### src/rtl/pop_sequencer.sv
// Pulsed-optical-pumping sequencer: pump / MW / probe / sample gate generator with
// run-time pi/2 and free-precession adjustment. Define POP_SEQ_COUNT_EN to add seq_count.
module pop_sequencer #(
  parameter int unsigned WIDTH         = 16,
  parameter int unsigned PUMP_LEN      = 2000,
  parameter int unsigned DEAD_LEN      = 25,
  parameter int unsigned PIE_DEFAULT   = 10,
  parameter int unsigned FREE_DEFAULT  = 250,
  parameter int unsigned PROBE_LEN     = 500,
  parameter int unsigned SAMPLE_OFFSET = 50,
  parameter int unsigned SAMPLE_LEN    = 400,
  parameter int unsigned STEP          = 1,
  parameter int unsigned MIN_LEN       = 1,
  parameter int unsigned MAX_LEN       = 4000
) (
  input  logic             clock_2_5M,
  input  logic             load_defaults,
  input  logic             ramsey_mode,
  input  logic             pieovertwo_plus,
  input  logic             pieovertwo_minus,
  input  logic             freeprecess_plus,
  input  logic             freeprecess_minus,
  output logic             pump,
  output logic             probe,
  output logic             MW,
  output logic             sample,
  output logic             seq_start,
  output logic [WIDTH-1:0] pie_len,
  output logic [WIDTH-1:0] free_len
`ifdef POP_SEQ_COUNT_EN
  ,
  output logic [WIDTH-1:0] seq_count
`endif
);

  typedef logic [WIDTH-1:0] len_t;
  typedef logic [WIDTH:0]   ext_t;
  typedef enum logic [2:0] {StPump, StDead1, StMw1, StFree, StMw2, StDead2, StProbe} state_t;

  localparam int unsigned SampEndInt = (SAMPLE_OFFSET + SAMPLE_LEN < PROBE_LEN) ?
                                       SAMPLE_OFFSET + SAMPLE_LEN : PROBE_LEN;
  localparam len_t PumpLen   = len_t'(PUMP_LEN);
  localparam len_t DeadLen   = len_t'(DEAD_LEN);
  localparam len_t ProbeLen  = len_t'(PROBE_LEN);
  localparam len_t SampStart = len_t'(SAMPLE_OFFSET);
  localparam len_t SampEnd   = len_t'(SampEndInt);
  localparam len_t PieDef    = len_t'(PIE_DEFAULT);
  localparam len_t FreeDef   = len_t'(FREE_DEFAULT);
  localparam len_t One       = len_t'(1);
  localparam ext_t StepX     = ext_t'(STEP);
  localparam ext_t MinX      = ext_t'(MIN_LEN);
  localparam ext_t MaxX      = ext_t'(MAX_LEN);

  // One extra bit keeps the saturating add/subtract free of wrap-around.
  function automatic len_t adjust(len_t cur, logic up, logic dn);
    ext_t cur_x;
    ext_t res;
    cur_x = {1'b0, cur};
    res   = cur_x;
    if (up && !dn) begin
      res = cur_x + StepX;
      if (res > MaxX) res = MaxX;
    end else if (dn && !up) begin
      res = (cur_x < MinX + StepX) ? MinX : cur_x - StepX;
    end
    return res[WIDTH-1:0];
  endfunction

  state_t     state_q, state_d;
  len_t       cnt_q, cnt_d;
  len_t       phase_len;
  logic       phase_last;
  logic       seq_begin;
  len_t       pie_sh_q, pie_sh_d, free_sh_q, free_sh_d;
  len_t       pie_act_q, free_act_q;
  logic       ramsey_q;
  logic [3:0] btn, btn_q, btn_edge;
  logic       pump_q, probe_q, mw_q, sample_q, seq_start_q;

  assign btn       = {pieovertwo_plus, pieovertwo_minus, freeprecess_plus, freeprecess_minus};
  assign btn_edge  = btn & ~btn_q;
  assign pie_sh_d  = adjust(pie_sh_q, btn_edge[3], btn_edge[2]);
  assign free_sh_d = adjust(free_sh_q, btn_edge[1], btn_edge[0]);
  assign seq_begin = (state_q == StPump) && (cnt_q == '0);

  always_comb begin
    state_d   = state_q;
    phase_len = PumpLen;
    unique case (state_q)
      StPump:           phase_len = PumpLen;
      StDead1, StDead2: phase_len = DeadLen;
      StMw1, StMw2:     phase_len = pie_act_q;
      StFree:           phase_len = free_act_q;
      StProbe:          phase_len = ProbeLen;
      default:          phase_len = PumpLen;
    endcase
    phase_last = (cnt_q == phase_len - One);
    cnt_d      = phase_last ? '0 : cnt_q + One;
    if (phase_last) begin
      unique case (state_q)
        StPump:  state_d = StDead1;
        StDead1: state_d = StMw1;
        StMw1:   state_d = ramsey_q ? StFree : StDead2;
        StFree:  state_d = StMw2;
        StMw2:   state_d = StDead2;
        StDead2: state_d = StProbe;
        default: state_d = StPump;
      endcase
    end
  end

  always_ff @(posedge clock_2_5M) begin
    if (load_defaults) begin
      state_q <= StPump;
      cnt_q   <= '0;
    end else begin
      state_q <= state_d;
      cnt_q   <= cnt_d;
    end
  end

  // Gates are decoded from the current state, so they lag it by exactly one clock.
  always_ff @(posedge clock_2_5M) begin
    if (load_defaults) begin
      pie_sh_q    <= PieDef;
      free_sh_q   <= FreeDef;
      pie_act_q   <= PieDef;
      free_act_q  <= FreeDef;
      ramsey_q    <= 1'b1;
      btn_q       <= '0;
      pump_q      <= 1'b0;
      probe_q     <= 1'b0;
      mw_q        <= 1'b0;
      sample_q    <= 1'b0;
      seq_start_q <= 1'b0;
    end else begin
      pie_sh_q    <= pie_sh_d;
      free_sh_q   <= free_sh_d;
      btn_q       <= btn;
      if (seq_begin) begin
        pie_act_q  <= pie_sh_q;
        free_act_q <= free_sh_q;
        ramsey_q   <= ramsey_mode;
      end
      pump_q      <= (state_q == StPump);
      probe_q     <= (state_q == StProbe);
      mw_q        <= (state_q == StMw1) || (state_q == StMw2);
      sample_q    <= (state_q == StProbe) && (cnt_q >= SampStart) && (cnt_q < SampEnd);
      seq_start_q <= seq_begin;
    end
  end

`ifdef POP_SEQ_COUNT_EN
  len_t seq_cnt_q;

  always_ff @(posedge clock_2_5M) begin
    if (load_defaults) begin
      seq_cnt_q <= '0;
    end else if ((state_q == StProbe) && phase_last) begin
      seq_cnt_q <= seq_cnt_q + One;
    end
  end

  assign seq_count = seq_cnt_q;
`endif

  assign pump      = pump_q;
  assign probe     = probe_q;
  assign MW        = mw_q;
  assign sample    = sample_q;
  assign seq_start = seq_start_q;
  assign pie_len   = pie_sh_q;
  assign free_len  = free_sh_q;

endmodule

### config.mk
export PLATFORM = sky130hd
export DESIGN_NAME = pop_sequencer
export DESIGN_NICKNAME = d
export VERILOG_FILES = /design/src/rtl/pop_sequencer.sv
export SDC_FILE = /design/constraint.sdc
export NUM_CORES = 1
export LEC_CHECK = 0
export ABC_AREA = 1
export CAP_MARGIN = 20
export CORE_ASPECT_RATIO = 0.8
export CORE_MARGIN = 2
export CORE_UTILIZATION = 40
export DETAILED_ROUTE_END_ITERATION = 10
export GPL_ROUTABILITY_DRIVEN = 0
export SLEW_MARGIN = 20
export SYNTH_ARGS = -nofsm -noshare
export SYNTH_HDL_FRONTEND = slang
export SYNTH_SLANG_ARGS = --single-unit
### constraint.sdc
create_clock -name clock_2_5M -period 5.2 [get_ports clock_2_5M]
set_input_delay 1.04 -clock clock_2_5M [delete_from_list [all_inputs] [get_ports clock_2_5M]]
set_output_delay 1.04 -clock clock_2_5M [all_outputs]
set_load 0.03 [all_outputs]
==> results of run 1 <==
where the power goes:
| part | switching [µW] | total (µW) | internal [µW] |
|---|---|---|---|
| sequential | 92.3 | 873 | 781 |
| combinational | 291 | 457 | 166 |
| clock | 280 | 660 | 380 |
| total | 663 | 1990 | 1330 |
cells in the final DEF, fill, tap and decap left out, types with 16 or more instances in the layout:
| cell | count |
|---|---|
| a21oi_1 | 66 |
| clkdlybuf4s50_1 | 43 |
| dfxtp_1 | 93 |
| inv_1 | 96 |
| nand2_1 | 198 |
| nand3_1 | 54 |
| nand4_1 | 21 |
| nor2_1 | 119 |
| nor2_2 | 16 |
| nor3_1 | 22 |
| o21ai_0 | 64 |
| xor2_1 | 52 |
worst register-to-register path: stages (launching register included):
cell	delay (ns)
dfxtp_1	0.57
nand2_1	0.10
nor2_1	0.56
nand2_1	0.15
nand2_1	0.11
a21oi_2	0.05
ha_1	0.31
xor2_1	0.15
nand2_1	0.06
nor2_1	0.09
nand2_1	0.07
nor2_1	0.10
nand2_1	0.06
nor2_1	0.08
nand2_1	0.09
nor2_4	0.15
nand2_2	0.10
nand2_4	0.22
a21oi_1	0.07
how the worst min path moves through the flow:
stage                   startpoint             end  slack [ns]  cells past startpoint
floorplan            free_act_q[8]   free_act_q[8]        0.42                      2
CTS                  free_act_q[8]   free_act_q[8]        0.46                      2
detailed placement   free_act_q[8]   free_act_q[8]        0.45                      2
global route        free_act_q[13]  free_act_q[13]        0.48                      2
global placement     free_act_q[8]   free_act_q[8]        0.44                      2
finish              free_act_q[13]  free_act_q[13]        0.46                      2
synthesized netlist by cell type:
cell type and n:
nand2_1 198, nor2_1 119, inv_1 96, dfxtp_1 93, a21oi_1 66, o21ai_0 64
nand3_1 54, xor2_1 52, clkbuf_1 23, nor3_1 22, nand4_1 21, nor2_2 16
ha_1 12, o211ai_1 11, or2_2 9, a31oi_1 7, nor4_1 5, o22ai_1 5
a211oi_1 4, xnor2_1 4, a221oi_1 3, buf_1 3, buf_2 3, clkinv_1 3
nand2_4 3, nor2_4 3, a21oi_2 2, a22oi_1 2, buf_6 2, nand3b_1 2
a21oi_4 1, a311oi_1 1, and2_1 1, buf_12 1, buf_4 1, inv_2 1
nand2_2 1, nand3_2 1, o21bai_1 1, o31ai_1 1
per-layer routing:
layer | vias up | GRT usage (%) | wire (µm)
met3 | 11 | 4.867 | 804
met4 | 0 | 4.667 | 162
met5 | - | 0 | 0
li1 | 3051 | - | -
met1 | 2597 | 31.23 | 8377
met2 | 123 | 31.61 | 6691
registers in the layout (all words and copies together) (netlist names):
register and flops:
cnt_q 16, free_act_q 16, free_len 16, pie_act_q 16
pie_len 16, btn_q 4, state_q 3, MW 1
probe 1, pump 1, ramsey_q 1, sample 1
seq_start 1
cell families (layout without fill, tap and decap cells):
| group | after synthesis | in the layout |
|---|---|---|
| compound gates | 168 | 168 |
| flops | 93 | 93 |
| simple gates | 455 | 455 |
| xor+xnor | 56 | 56 |
| buf+inv | 133 | 160 |
| fa+ha+maj | 12 | 12 |
layout make-up:
class	instances	area [µm²]
sequential	93	1862
clock inverter	2	35.03
timing repair buffer	46	452.9
fill	1554	7670
multi-input combinational	691	3572
clock buffer	12	246.5
inverter	100	375.4
tap	184	230.2
stage by stage:
stage / utilization, % / hold WS (ns) / instance area, µm² / setup WS [ns] / cells
2_1_floorplan: - / 0.4237 / 5972 / 2.680 / 917
3_3_place_gp: 44.95 / 0.4381 / 6492 / 1.821 / 1114
3_5_place_dp: 44.95 / 0.4465 / 6492 / 1.787 / 1114
4_1_cts: 46.90 / 0.4559 / 6774 / 1.993 / 1128
5_1_grt: 46.90 / 0.4824 / 6774 / 1.490 / 1128
6_report: 46.90 / 0.4566 / 6774 / 1.991 / 1128
==> summary.md, run 1 <==
| Metric | Value |
|---|---|
| Slowest stage delay, CP | 0.57 ns |
| Sink Count | 93 |
| CTS Hold Bufs | 0 |
| Top delay family on crit path | simple AND/OR/NAND/NOR gates |
| Nets | 960 |
| Synth warn | 0 |
| Clock Tree Root | clkbuf_16 |
| Reg-to-Reg End | cnt_q[12] |
| PostCTS Resize Cnt | 0 |
| Die height | 113.3 µm |
| Fin Setup TNS | 0 ns |
| Io pins | 44 |
| Buffers on Ports | 43 |
| Slowest CP cell | dfxtp_1 |
| Setup crit end kind | flip-flop |
| Fmax | 0.3116 GHz |
| Final setup viols | 0 |
| Min-Delay Path Class | flip-flop to flip-flop |
| Number of CTS-inserted buffers | 9 |
| Synth Area in Simple Gates | 33.40% |
| Clk_lat worst skew | 0.35 ns |
| Pwr/cell area | 293.8 nW/µm² |
| Initial Util | 41.35% |
| Die W | 140.6 µm |
| CP dominant cell by count | nand2_1 |
| Area fraction of the dominant cell type after synthesis | 31.18% |
| Post-synthesis mux area share | 0% |
| Worst path depth | 18 |
| Overflow after GRT | 0 |
| First-pass GRT wire length | 27190 µm |
| Crit-path max FO | 16 |
| Setup bufs post-CTS | 0 |
| Post-Synth Adder-Cell Area | 2.514% |
| Reg-to-reg critical path startpoint | state_q[1] |
| Crit Path Class | flip-flop to flip-flop |
| Antenna viol nets, final | 0 |
| Largest family of logic cells by synthesized area | simple AND/OR/NAND/NOR gates |
| Fin. Hold Viols | 0 |
| Mapped Cells | 917 |
| Synth unique cells | 40 |
| Clock Path Buffers | 2 |
| Worst Setup EP | cnt_q[12] |
| Synth area leader | dfxtp_1 |
| Maximum vdd drop | 159.1 µV |
| Via Count | 5782 |
| GRT Total Usage | 21.22% |
| Synth area leaders | dfxtp_1 (31%), nand2_1 (12%), xor2_1 (7.6%) |
| Seq/Total Area, Yosys | 31.18% |
| Core Rows | 39 |
| Fin Clk Skew | 0.007937 ns |
| Wire per inst | 14.22 µm |
| Synthesized net count | 936 |
| Full die area | 15930 µm² |
| Synth Area in Compound Gates | 15.69% |
| Cell area after synthesis | 5972 µm² |
| CP Launch Point | state_q[1] |
| Buffers & Inverters on Critical Path | 0 |
| Layout area overhead | 13.43% |
| H-tree Lvls | 3 |
| Startpoint Class | flip-flop |
| Max-Slew Margin vs Limit | 48.69% |
| Pins Over Slew Limit | 0 |
| RSZ-0062 raised after global routing | no |
| Drt pass-1 iters | 5 |
| CTS tree | done |
| Vias in the first global route | 5353 |
| Syn Area/Cell | 6.513 µm² |
| MaxCap Viol Count | 0 |
| R2R setup slack | 1.99 ns |
| Initial drt markers | 423 |
| CP Cell Sequence | nand2_1 > nor2_1 > nand2_1 > nand2_1 > a21oi_2 > ha_1 > xor2_1 > nand2_1 > nor2_1 > nand2_1 > nor2_1 > nand2_1 > nor2_1 > nand2_1 > nor2_4 > nand2_2 > nand2_4 > a21oi_1 |
| Total chip power | 1990 µW |
| Status | completed |
| Leakage | 0.002812 µW |
| WL final | 16040 µm |
| WP data arrival | 3.44 ns |
| # diodes | 0 |
| Largest net degree at the start of global routing | 56 |
| HPWL Detailed | 11950 µm |
| Period utilisation layout | 61.72% |
| Layout cells sized above 1 | 5.508% |
| Worst Tran Pin Value | 0.7668 ns |
| Number of vias per cell | 5.126 |
| Register bit total from synthesis | 93 |
| Initial antenna violation count | 0 |
| CTS clk-pin slew, worst paths | 0.06 ns |
| Synth Area in XOR/XNOR | 8.213% |
| WP data required | 5.43 ns |
| Residual DRC count | 0 |
| Final Critical Period | 3.209 ns |
| Core Footprint | 14440 µm² |
| R2r worst-path depth | 18 |
Note: power is estimated with default switching activity, not from simulation.
==> inputs of run 2 (changes only) <==
==> constraint.sdc (replaced) <==
create_clock -name clock_2_5M -period 3.1 [get_ports clock_2_5M]
set_input_delay 0.62 -clock clock_2_5M [delete_from_list [all_inputs] [get_ports clock_2_5M]]
set_output_delay 0.62 -clock clock_2_5M [all_outputs]
set_load 0.03 [all_outputs]
==> run 2 against run 1 <==
  * Critical path depth decreased by 5
  * Fmax rose by 13%
  * Routed wire length grew 0.97%
  * Global-route usage shrank 0.29 points
  * Die area unchanged
  * Utilization is 0.83 points higher
  * Sequential share of layout area decreased by 0.44 points
  * Largest power group unchanged
  * Count of clock-buffer cells in the layout unchanged
  * Largest cell class unchanged
  * Final area is 1.8% higher
  * Clock skew increased by 0.0036 ns
  * Critical path type unchanged
  * Combinational power rose by 75%
==> summary.md, run 2 (synthesis results as in run 1) <==
| Metric | Value |
|---|---|
| Worst hold stages | 2 |
| Full die area | 15930 µm² |
| Initial antenna violation count | 0 |
| RSZ-0062 raised after global routing | no |
| Pwr/cell area | 490.7 nW/µm² |
| R2R setup slack | 0.25 ns |
| MaxCap Viol Count | 0 |
| Core Rows | 39 |
| Nets | 973 |
| Io pins | 44 |
| Maximum vdd drop | 289.3 µV |
| Sink Count | 93 |
| HPWL Detailed | 11990 µm |
| Fillers | 1513 |
| CTS Hold Bufs | 0 |
| Busiest layer in global routing | met2 |
| CTS clk-pin slew, worst paths | 0.07 ns |
| CTS tree | done |
| Vias in the first global route | 5299 |
| Clock Path Buffers | 2 |
| Clock power frac | 33.5% |
| Crit-path max FO | 8 |
| Wire per inst | 14.17 µm |
| Layout area overhead | 15.44% |
| Startpoint Class | flip-flop |
| Clk_lat worst skew | 0.36 ns |
| Dpl cell area | 6568 µm² |
| Fin. Hold Viols | 0 |
| Initial Util | 41.35% |
| GRT Total Usage | 20.92% |
| Layout cells sized above 1 | 7.299% |
| Internal power | 2249 µW |
| Fin Setup TNS | 0 ns |
| Period utilisation layout | 91.78% |
| Final setup viols | 0 |
| Most common cell after layout, fill and taps aside | nand2_1 |
| Number of vias per cell | 5.115 |
| # diodes | 0 |
| Max-Slew Margin vs Limit | 50.16% |
| R2r worst-path depth | 13 |
| Fmax | 0.3515 GHz |
| Sequential power share | 42.8% |
| Fin area | 6894 µm² |
| Comb pwr share | 23.7% |
| Die height | 113.3 µm |
| Overflow after GRT | 0 |
| M2 GR Usage | 30.86% |
| Final Critical Period | 2.845 ns |
| First-pass GRT wire length | 27160 µm |
| Reg-to-reg critical path startpoint | free_len[1] |
| Clock Tree Root | clkbuf_16 |
| Multi-input combinational cell area | 3580 µm² |
| Number of CTS-inserted buffers | 9 |
| Reg area | 1864 µm² |
| WP data arrival | 3.10 ns |
| Residual DRC count | 0 |
| Worst Tran Pin Value | 0.7408 ns |
| Pins Over Slew Limit | 0 |
| Final hold slack | 0.4593 ns |
| Fin Clk Skew | 0.01150 ns |
| Setup crit end kind | flip-flop |
| Via Count | 5847 |
| Global Route met3 Usage | 4.740% |
| Total chip power | 3383 µW |
| GRT met1 Usage | 30.51% |
| Hold_sp | free_act_q[8] |
| WL final | 16190 µm |
| Min-Delay Path Class | flip-flop to flip-flop |
| Antenna viol nets, final | 0 |
| H-tree Lvls | 3 |
| Crit Path Class | flip-flop to flip-flop |
| WHS Endpoint | free_act_q[8] |
| Initial drt markers | 422 |
| Core Footprint | 14440 µm² |
| Largest net degree at the start of global routing | 56 |
| Buffers on Ports | 43 |
| Reg-to-Reg End | free_len[7] |
| Leading cell types in the layout, fill and taps excluded | nand2_1 (198), nor2_1 (118), inv_1 (96), dfxtp_1 (91), a21oi_1 (66) |
| P_sw | 1134 µW |
| Drt pass-1 iters | 5 |
| Status | completed |
| Die W | 140.6 µm |
| WP data required | 3.35 ns |
| Sw Ratio | 33.52% |
| Leakage | 0.002884 µW |
[run 2: cell count changes in the layout (fill, tap and decap cells not counted), sizes merged]
| cell | previous run | this run |
|---|---|---|
| buf | 3 | 16 |
| clkinv | 4 | 5 |
| clkinvlp | 0 | 1 |
[run 2: worst max path at each step]
stage                startpoint           to  slack (ns)
floorplan            state_q[0]     cnt_q[2]        0.63
global placement     state_q[0]    cnt_q[14]        0.25
finish              free_len[1]  free_len[7]        0.25
detailed placement   state_q[0]    cnt_q[12]        0.22
global route        free_len[1]  free_len[7]      0.0001
CTS                  state_q[0]    cnt_q[12]        0.20
[run 2: metal layers]
layer  up-vias  wire length, µm
li1       3068                -
met1      2618             8519
met2       135             6685
met3        26              712
met4         0              274
met5         -                0
[run 2: power groups by stage]
stage                     clock, µW  sequential [µW]  combinational [µW]
final                          1130             1450                 801
after global placement            0             1470                 795
after detailed placement          0             1470                 796
after floorplan                   0             1520                 482
after global routing           1220             1470                 889
after CTS                      1160             1450                 799
[run 2: area by class of cell]
class / instances / area share (%)
multi-input combinational: 691 / 51.92
sequential: 93 / 27.04
timing repair buffer: 59 / 7.985
inverter: 100 / 5.445
clock buffer: 12 / 3.575
tap: 184 / 3.339
clock inverter: 4 / 0.6897
[run 2: critical path, cell delays in order, from the launching register on]
cell and delay (ns):
dfxtp_1 0.49, ha_1 0.26, nand3_1 0.13, nor2_1 0.24, nand4_1 0.24, nor3_1 0.25
xor2_1 0.17, nand2_1 0.07, nor2_1 0.11, nand3_1 0.26, nand2_1 0.31, nand2_1 0.09
nand2_1 0.07, nand2_1 0.06
[run 2: timing repair]
| action | CTS | global route |
|---|---|---|
| gates resized for setup | 0 | 4 |
| setup endpoints to repair | 0 | 18 |
| setup buffers | 0 | 3 |
[run 2: per-stage QoR]
| stage | instances | util (%) | setup WS (ns) |
|---|---|---|---|
| 3_3_place_gp | 1124 | 45.47 | 0.2508 |
| 3_5_place_dp | 1124 | 45.47 | 0.2210 |
| 4_1_cts | 1140 | 47.51 | 0.2023 |
| 2_1_floorplan | 917 | - | 0.6280 |
| 5_1_grt | 1143 | 47.73 | 0.0001439 |
| 6_report | 1143 | 47.73 | 0.2548 |
